## src/rtl/tcam_pkg.sv

```systemverilog
// Shared constants and loader state encoding for the TCAM rule loader.
package tcam_pkg;

  localparam int DATA_W = 36;
  localparam int ADDR_W = 2;
  localparam int BANKS  = 4;
  localparam int DEPTH  = 2 ** ADDR_W;
  localparam int BANK_W = 2;

  typedef enum logic [2:0] {
    ST_IDLE  = 3'd0,
    ST_WRITE = 3'd1,
    ST_READ  = 3'd2,
    ST_WAIT  = 3'd3,
    ST_CHECK = 3'd4,
    ST_CLEAR = 3'd5
  } state_t;

endpackage

```

## src/rtl/tcam_loader.sv

```systemverilog
// Writes one rule word into a BRAM bank and verifies it by readback, or zeroes
// every bank; the lookup path is held off while either operation is in flight.
module tcam_loader
  import tcam_pkg::*;
(
  input  logic                    clk,
  input  logic                    rst,
  input  logic                    req_valid,
  output logic                    req_ready,
  input  logic [BANK_W-1:0]       req_bank,
  input  logic [ADDR_W-1:0]       req_addr,
  input  logic [DATA_W-1:0]       req_data,
  input  logic                    clr_start,
  output logic [BANKS-1:0]        bram_ena,
  output logic [BANKS-1:0]        bram_wea,
  output logic [ADDR_W-1:0]       bram_addr,
  output logic [DATA_W-1:0]       bram_din,
  input  logic [BANKS*DATA_W-1:0] bram_dout,
  output logic                    lookup_hold,
  output logic                    done,
  output logic                    done_err,
  output logic [7:0]              err_cnt,
  output state_t                  state_dbg
);

  state_t            state, state_nxt;
  logic              live;
  logic [BANK_W-1:0] bank_q;
  logic [ADDR_W-1:0] addr_q;
  logic [ADDR_W-1:0] clr_addr;
  logic [DATA_W-1:0] data_q;
  logic [DATA_W-1:0] rdata_q;
  logic              done_q;
  logic              done_err_q;
  logic [7:0]        err_cnt_q;
  logic              accept;
  logic              clr_go;
  logic              clr_last;
  logic              mismatch;
  logic [BANKS-1:0]  bank_oh;

  // Handshake: a request transfers on a rising edge where req_valid and
  // req_ready are both high; req_ready is high only in IDLE (and not in the
  // first cycle after reset). A simultaneous clr_start takes priority and the
  // request is left pending. Request inputs are not looked at otherwise.
  assign clr_go   = (state == ST_IDLE) && live && clr_start;
  assign accept   = (state == ST_IDLE) && live && req_valid && !clr_start;
  assign clr_last = (clr_addr == ADDR_W'(DEPTH - 1));
  assign mismatch = (rdata_q != data_q);
  assign bank_oh  = BANKS'(1) << bank_q;

  always_comb begin
    state_nxt = state;
    unique case (state)
      ST_IDLE: begin
        if (clr_go)      state_nxt = ST_CLEAR;
        else if (accept) state_nxt = ST_WRITE;
      end
      ST_WRITE: state_nxt = ST_READ;
      ST_READ:  state_nxt = ST_WAIT;
      ST_WAIT:  state_nxt = ST_CHECK;
      ST_CHECK: state_nxt = ST_IDLE;
      ST_CLEAR: if (clr_last) state_nxt = ST_IDLE;
      default:  state_nxt = ST_IDLE;
    endcase
  end

  always_ff @(posedge clk or posedge rst) begin
    if (rst) begin
      state      <= ST_IDLE;
      live       <= 1'b0;
      bank_q     <= '0;
      addr_q     <= '0;
      data_q     <= '0;
      rdata_q    <= '0;
      clr_addr   <= '0;
      done_q     <= 1'b0;
      done_err_q <= 1'b0;
      err_cnt_q  <= '0;
    end else begin
      state <= state_nxt;
      live  <= 1'b1;
      if (accept) begin
        bank_q <= req_bank;
        addr_q <= req_addr;
        data_q <= req_data;
      end
      // Read data from the READ cycle is valid during WAIT.
      if (state == ST_WAIT) rdata_q <= bram_dout[bank_q*DATA_W +: DATA_W];
      clr_addr   <= (state == ST_CLEAR) ? clr_addr + 1'b1 : '0;
      done_q     <= (state == ST_CHECK) || ((state == ST_CLEAR) && clr_last);
      done_err_q <= (state == ST_CHECK) && mismatch;
      if ((state == ST_CHECK) && mismatch && (err_cnt_q != 8'hFF))
        err_cnt_q <= err_cnt_q + 8'd1;
    end
  end

  always_comb begin
    bram_ena  = '0;
    bram_wea  = '0;
    bram_addr = '0;
    bram_din  = '0;
    unique case (state)
      ST_WRITE: begin
        bram_ena  = bank_oh;
        bram_wea  = bank_oh;
        bram_addr = addr_q;
        bram_din  = data_q;
      end
      ST_READ: begin
        bram_ena  = bank_oh;
        bram_addr = addr_q;
      end
      ST_CLEAR: begin
        bram_ena  = '1;
        bram_wea  = '1;
        bram_addr = clr_addr;
      end
      default: ;
    endcase
  end

  assign req_ready   = live && (state == ST_IDLE);
  assign lookup_hold = (state != ST_IDLE);
  assign done        = done_q;
  assign done_err    = done_err_q;
  assign err_cnt     = err_cnt_q;
  assign state_dbg   = state;

endmodule
```

## config.mk

```make
export PLATFORM = sky130hd
export DESIGN_NAME = tcam_loader
export DESIGN_NICKNAME = d
export VERILOG_FILES = /design/src/rtl/tcam_pkg.sv /design/src/rtl/tcam_loader.sv
export SDC_FILE = /design/constraint.sdc
export NUM_CORES = 1
export LEC_CHECK = 0
export CORE_MARGIN = 5
export CORE_UTILIZATION = 38
export DETAILED_ROUTE_END_ITERATION = 16
export GPL_TIMING_DRIVEN = 0
export PLACE_DENSITY_LB_ADDON = 0.1
export REMOVE_ABC_BUFFERS = 1
export SETUP_SLACK_MARGIN = 0.2
export SLEW_MARGIN = 25
export SYNTH_ARGS = -nofsm -noshare
export SYNTH_HDL_FRONTEND = slang
export SYNTH_SLANG_ARGS = --single-unit
```

## constraint.sdc

```tcl
create_clock -name clk -period 2.96 [get_ports clk]
set_clock_uncertainty 0.15 [all_clocks]
set_input_delay 0.592 -clock clk [delete_from_list [all_inputs] [get_ports clk]]
set_output_delay 0.592 -clock clk [all_outputs]
set_load 0.03 [all_outputs]
```

==> qor.yml, run 1 <==
critical_path:
  crit_type: "register to output port"
  reg2reg_from: "state_dbg[1]$_DFFE_PP0P_"
  cp_num_cells: 5
  cp.arrival_ns: 1.97
  critical-path-top-delay-family: "buffers and inverters"
  crit_required_ns: 2.22
  slowest_delay_ns: 0.48
  cp_cell_sequence: "nor2b_4 -> buf_16 -> a21oi_1 -> o21ai_0 -> clkdlybuf4s15_1"
  startpoint: "state_dbg[0]$_DFFE_PP0P_"
  cpMaxStageDelayCell: "dfrtp_2"
  crit_path_max_fanout: 24
  path_buf_inv: 2
  cp-end-kind: "output port"
  start_kind: "register"
  r2r_cells: 4
logic_synthesis:
  synthSimpleGateAreaFrac_pct: 9.714
  synthFlopType: "dfrtp_1"
  synth-edff-count: 0
  async_reset_ff_share_pct: 100.0
  netlist_area_um2: 5345
  synth_xor_area_share_pct: 6.718
  muxShareOfSynthArea_pct: 34.60
  ys_seq_area_share_pct: 43.07
  ys.warnings.count: 0
  synth_cell_types: 35
  synth_seq_cells: 92
  synth_fa_ha_area_share_pct: 0.4682
  syn_inst: 390
  avgSynthCellArea_um2: 13.71
  synth_top_family_by_area: "multiplexers"
  synth-compound-area-share_pct: 2.130
clock_tree:
  clk_latency_ns: 0.34
  cts_sinks: 92
  h-tree-depth: 3
  clk_pin_slew_ns: 0.07
  postCtsHoldBufs: 0
  cts_tree: "done"
  cts_root_buf: "clkbuf_16"
  cts_max_path_buffers: 2
  cts_buffers: 9
global_route:
  globalRouteOverflowTotal: 0
  grt_pass1_vias: 4679
  grt_use_total_pct: 19.24
  grt_antenna_before_repair: 0
  grt_max_degree: 53
  grt_pass1_wl_um: 24450
placement:
  gp_congestion: 0.7697
  dp_hpwl_um: 11830
  dpl.cell_count: 794
  io_buffers: 248
sta:
  maxSlewHeadroom_pct: 36.50
  drv_slew: 0
  layout_min_cycle_time_ns: 2.707
  timing.fmax_mhz: 369.4
  fin_crit_sh_pct: 91.47
  tightestPinTransition_ns: 0.9525
  hold_viol_final: 0
  rsz0062_at_grt: "true"
  setup_violations: 0
die:
  dieHeight_um: 128.6
  initial_core_util_pct: 38.66
  ios: 249
  core_area_um2: 13830
  die_x_um: 128.6
  num_rows: 43
  die_area_um2: 16540
job:
  cap_viol_max_count: 0
hold_path:
  hp-start: "clr_addr[0]$_DFF_PP0_"
  min_path_type: "register to register"
  min_path_cells: 1
drt:
  postRouteAntennaNets: 0
  wl_per_cell_um: 19.41
  totalWireLength_um: 15900
  drt_iter0_drc: 142
  drcViolationCount: 0
  vias: 4202
  via_per_inst: 5.131
  drt_first_pass_iters: 4
power_and_ir_drop:
  power-per-cell-area_nw_per_um2: 930.1
  leakage_nw: 3.736
  ir_drop_uv: 539.8
  p_total_mw: 7.757
finish:
  antennaDiodeCount: 0
  final_util_pct: 60.31
  layout-drive-gt1-share_pct: 24.41
  num-fill-cells: 1163
  multi_input_area_um2: 2890
  fin_nets: 825
  syn_to_final_growth_pct: 56.02
  seqCellArea_um2: 2311
  stdcell_count: 819
outcome:
  status: "complete, no violations"
Yosys cell counts (4+ instances only):
cell type	instances	area share, %
inv_1	7	0.49
dfrtp_1	92	43
mux2_4	40	11
nand2b_1	4	0.47
clkbuf_1	11	0.77
nand3_1	6	0.56
buf_1	4	0.28
xor2_1	8	1.3
buf_6	4	0.84
o21ai_0	6	0.56
nand2_1	5	0.35
mux2_2	38	8.0
nor2_1	7	0.49
xnor2_1	33	5.4
buf_2	9	0.84
a21oi_1	7	0.66
and3_1	43	5.0
mux4_2	36	15
nand4_1	10	1.2
where the power goes:
| part | switching, mW | internal, mW |
|---|---|---|
| Clock | 0.461 | 0.635 |
| Combinational | 1.88 | 2.31 |
| Sequential | 0.607 | 1.87 |
| Total | 2.95 | 4.81 |
worst paths after layout:
check                                    endpoint  slack, ns
min                         clr_addr[0]$_DFF_PP0_       0.32
max                                   bram_ena[2]       0.25
min reg2reg                 clr_addr[0]$_DFF_PP0_       0.32
max reg2reg                 addr_q[1]$_DFFE_PP0P_       0.29
min in group asynchronous  err_cnt[6]$_DFFE_PP0P_       0.49
max in group asynchronous   bank_q[1]$_DFFE_PP0P_       1.56
cell type report:
type | instances | share of cell area [%]
Multi-Input combinational cell | 263 | 34.66
Timing Repair Buffer | 262 | 31.09
Clock inverter | 1 | 0.09002
Tap cell | 180 | 2.701
Sequential cell | 92 | 27.71
Inverter | 7 | 0.4651
Clock buffer | 14 | 3.286
placed cells by master, fill, tap and decap left out, types with 5 or more instances in the layout:
cell type,instances
clkdlybuf4s50_1,202
dfrtp_1,87
and3_1,43
dlygate4sd2_1,41
mux2_4,40
mux2_2,38
mux4_2,36
xnor2_1,33
nand4_1,10
buf_4,10
clkbuf_16,9
xor2_1,8
nor2_1,7
a21oi_1,7
o21ai_0,6
inv_1,5
nand2_1,5
nand3_1,5
repair_timing:
item                       in CTS  in global routing
gates cloned                    0                  0
setup endpoints to repair      47                 63
resized for setup              56                  7
setup buffers                   1                  9
logic make-up after synthesis:
| family | after synthesis |
|---|---|
| flops | 92 |
| other cells | 1 |
| mux | 115 |
| compound gates | 19 |
| simple gates | 85 |
| buf+inv | 35 |
| fa+ha+maj | 2 |
| xor+xnor | 41 |
registers in the layout, indices dropped and copies added (netlist names):
name / cells
data_q: 36
rdata_q: 36
err_cnt: 8
state_dbg: 3
addr_q: 2
bank_q: 2
clr_addr: 2
done: 1
done_err: 1
live: 1
metal layers:
metal | wire (µm) | vias up | GRT usage (%)
li1 | - | 1941 | -
met1 | 6116 | 2073 | 22.43
met2 | 8163 | 166 | 33.65
met3 | 1268 | 22 | 5.770
met4 | 352 | 0 | 6.918
met5 | 0 | - | 0
metrics by stage:
stage	setup WS, ns	TNS, ns	area (µm²)	hold WS (ns)
6_report	0.2526	0	8339	0.3185
5_1_grt	0.1732	0	8339	0.3370
4_1_cts	0.1599	0	8277	0.3193
3_5_place_dp	-0.1584	-0.4879	8031	0.3103
3_3_place_gp	-1.923	-274.57	7906	0.3152
2_1_floorplan	-0.4540	-17.61	5199	0.2827
(Power assumes the default switching activity.)
==> inputs of run 2 (changes only) <==
- REMOVE_ABC_BUFFERS: 1 -> unset
- SLEW_MARGIN: 25 -> 20
==> qor.yml, run 2 (synthesized netlist as in run 1, its figures left out) <==
critical_path:
  start_kind: "register"
  cp.arrival_ns: 1.92  # -0.05 ns
  crit_required_ns: 2.22  # about the same
  crit_type: "register to output port"
  cp-end-kind: "output port"
  crit_path_max_fanout: 10  # -58%
placement:
  io_buffers: 248  # unchanged
  dpl.cell_count: 821  # +3.4%
  gp_congestion: 0.7718  # +0.27%
  dp_hpwl_um: 13650  # +15%
  place_ws_ns: -0.2872  # -0.1288 ns
die:
  die_x_um: 128.6  # unchanged
  core_area_um2: 13830  # unchanged
  initial_core_util_pct: 38.66  # unchanged
  die_area_um2: 16540  # unchanged
  num_rows: 43  # unchanged
  dieHeight_um: 128.6  # unchanged
  ios: 249  # unchanged
clock_tree:
  post-cts-setup-buffers: 0  # -1
  cts_sinks: 92  # unchanged
  cts_max_path_buffers: 2  # unchanged
  cts_root_buf: "clkbuf_16"
  postCtsHoldBufs: 0  # unchanged
  clk_latency_ns: 0.33  # about the same
  cts.repair.resized: 100  # +79%
  h-tree-depth: 3  # unchanged
  clk_pin_slew_ns: 0.06  # about the same
  cts_tree: "done"
  cts_buffers: 9  # unchanged
global_route:
  grt_pass1_vias: 4694  # +0.32%
  grt_use_total_pct: 19.97  # +0.72 points
  grt_antenna_before_repair: 0  # unchanged
  globalRouteOverflowTotal: 0  # unchanged
  grt_pass1_wl_um: 25100  # +2.6%
  grt_max_degree: 32  # -40%
power_and_ir_drop:
  power_frac_comb_pct: 55.6  # +1.6 points
  leakage_nw: 3.695  # -1.1%
  power-per-cell-area_nw_per_um2: 943.3  # +1.4%
  ir_drop_uv: 355.3  # -34%
  p_int_mw: 4.788  # -0.39%
  power_switching_mw: 3.064  # +3.9%
  seqPwrFrac_pct: 29.7  # -2.2 points
  clkPwrFrac_pct: 14.7  # +0.6 points
  p_total_mw: 7.853  # +1.2%
  p_sw_share_pct: 39.02  # +1.0 points
job:
  cap_viol_max_count: 0  # unchanged
finish:
  num-fill-cells: 1183  # +1.7%
  antennaDiodeCount: 0  # unchanged
  layout-drive-gt1-share_pct: 29.77  # +5.4 points
  layout_commonest_cell: "clkdlybuf4s50_1"
  final_util_pct: 60.20  # -0.11 points
  stdcell_count: 835  # +2.0%
  fin_nets: 842  # +2.1%
  mostFrequentLayoutCells: "clkdlybuf4s50_1, dfrtp_1, and3_1"
  syn_to_final_growth_pct: 55.73
sta:
  hold_viol_final: 0  # unchanged
  maxSlewHeadroom_pct: 55.98  # +19 points
  rsz0062_at_grt: "true"
  fin_crit_sh_pct: 89.77  # -1.7 points
  timing.fmax_mhz: 376.3  # +1.9%
  setup_violations: 0  # unchanged
  drv_slew: 0  # unchanged
  layout_min_cycle_time_ns: 2.657  # -0.05016 ns
  fin_ws_ns: 0.3028  # +0.05016 ns
  tightestPinTransition_ns: 0.6604  # -0.2921 ns
drt:
  totalWireLength_um: 16600  # +4.4%
  vias: 4250  # +1.1%
  drt_iter0_drc: 209  # +47%
  drt_first_pass_iters: 4  # unchanged
  drcViolationCount: 0  # unchanged
  wl_per_cell_um: 19.88  # +2.4%
  postRouteAntennaNets: 0  # unchanged
  via_per_inst: 5.090  # -0.80%
logic_synthesis:
  synth_fp_nets: 580
hold_path:
  min_path_type: "register to register"
outcome:
  status: "complete, no violations"
-- run 2: cell types whose count changed in the layout (fill, tap and decap cells not counted), sizes merged --
cell | before | now
dlygate4sd2 | 41 | 8
buf | 14 | 28
bufinv | 0 | 1
clkdlybuf4s15 | 3 | 11
inv | 7 | 6
clkinv | 0 | 1
clkbuf | 16 | 43
clkdlybuf4s50 | 202 | 201
-- run 2: cell type report --
type | instances | area, µm² | area share, %
Clock buffer | 12 | 256.5 | 3.081
Buffer | 28 | 173.9 | 2.089
Multi-Input combinational cell | 263 | 2878 | 34.57
Sequential cell | 92 | 2302 | 27.66
Clock inverter | 2 | 35.03 | 0.4209
Inverter | 7 | 30.03 | 0.3607
Timing Repair Buffer | 251 | 2424 | 29.11
Tap cell | 180 | 225.2 | 2.706
-- run 2: layer usage --
layer  routed length (µm)  global-route usage [%]  up-vias  part of all wire (%)
li1                     -                       -     1973                     -
met1                 6583                   23.95     2107                    40
met2                 8612                   35.64      153                    52
met3                 1116                   4.732       17                   6.7
met4                  288                   5.991        0                   1.7
met5                    0                       0        -                     0
-- run 2: power groups by stage --
stage / registers (mW) / clock network, mW / logic (mW)
global route: 2.42 / 1.21 / 4.69
CTS: 2.33 / 1.17 / 4.46
finish: 2.34 / 1.15 / 4.36
detailed placement: 2.35 / 0 / 4.53
global placement: 2.32 / 0 / 4.46
floorplan: 2.34 / 0 / 2.91
-- run 2: critical path, stage by stage, from the launching register on --
cell and delay [ns]:
dfrtp_1 0.40, buf_2 0.19, inv_1 0.12, buf_4 0.19, clkbuf_4 0.21, and3_1 0.16, clkdlybuf4s15_2 0.30
-- run 2: final timing paths --
check	from	endpoint	slack, ns	cells past startpoint
max	state_dbg[2]$_DFFE_PP0P_	bram_din[23]	0.30	6
min reg2reg	clr_addr[0]$_DFF_PP0_	clr_addr[0]$_DFF_PP0_	0.34	1
min in group asynchronous	rst	data_q[9]$_DFFE_PP0P_	0.49	2
max in group asynchronous	rst	rdata_q[32]$_DFFE_PP0P_	1.64	3
min	clr_addr[0]$_DFF_PP0_	clr_addr[0]$_DFF_PP0_	0.34	1
max reg2reg	data_q[33]$_DFFE_PP0P_	err_cnt[1]$_DFFE_PP0P_	0.52	6
-- run 2: per-stage QoR --
step                      setup TNS [ns]  cell area, µm²  hold slack [ns]
final                                  0            8324           0.3356
after global placement            -3.457            8056           0.3135
after floorplan                        0            5349           0.2827
after CTS                              0            8421           0.3247
after global routing                   0            8324           0.3576
after detailed placement          -3.917            8132           0.3241
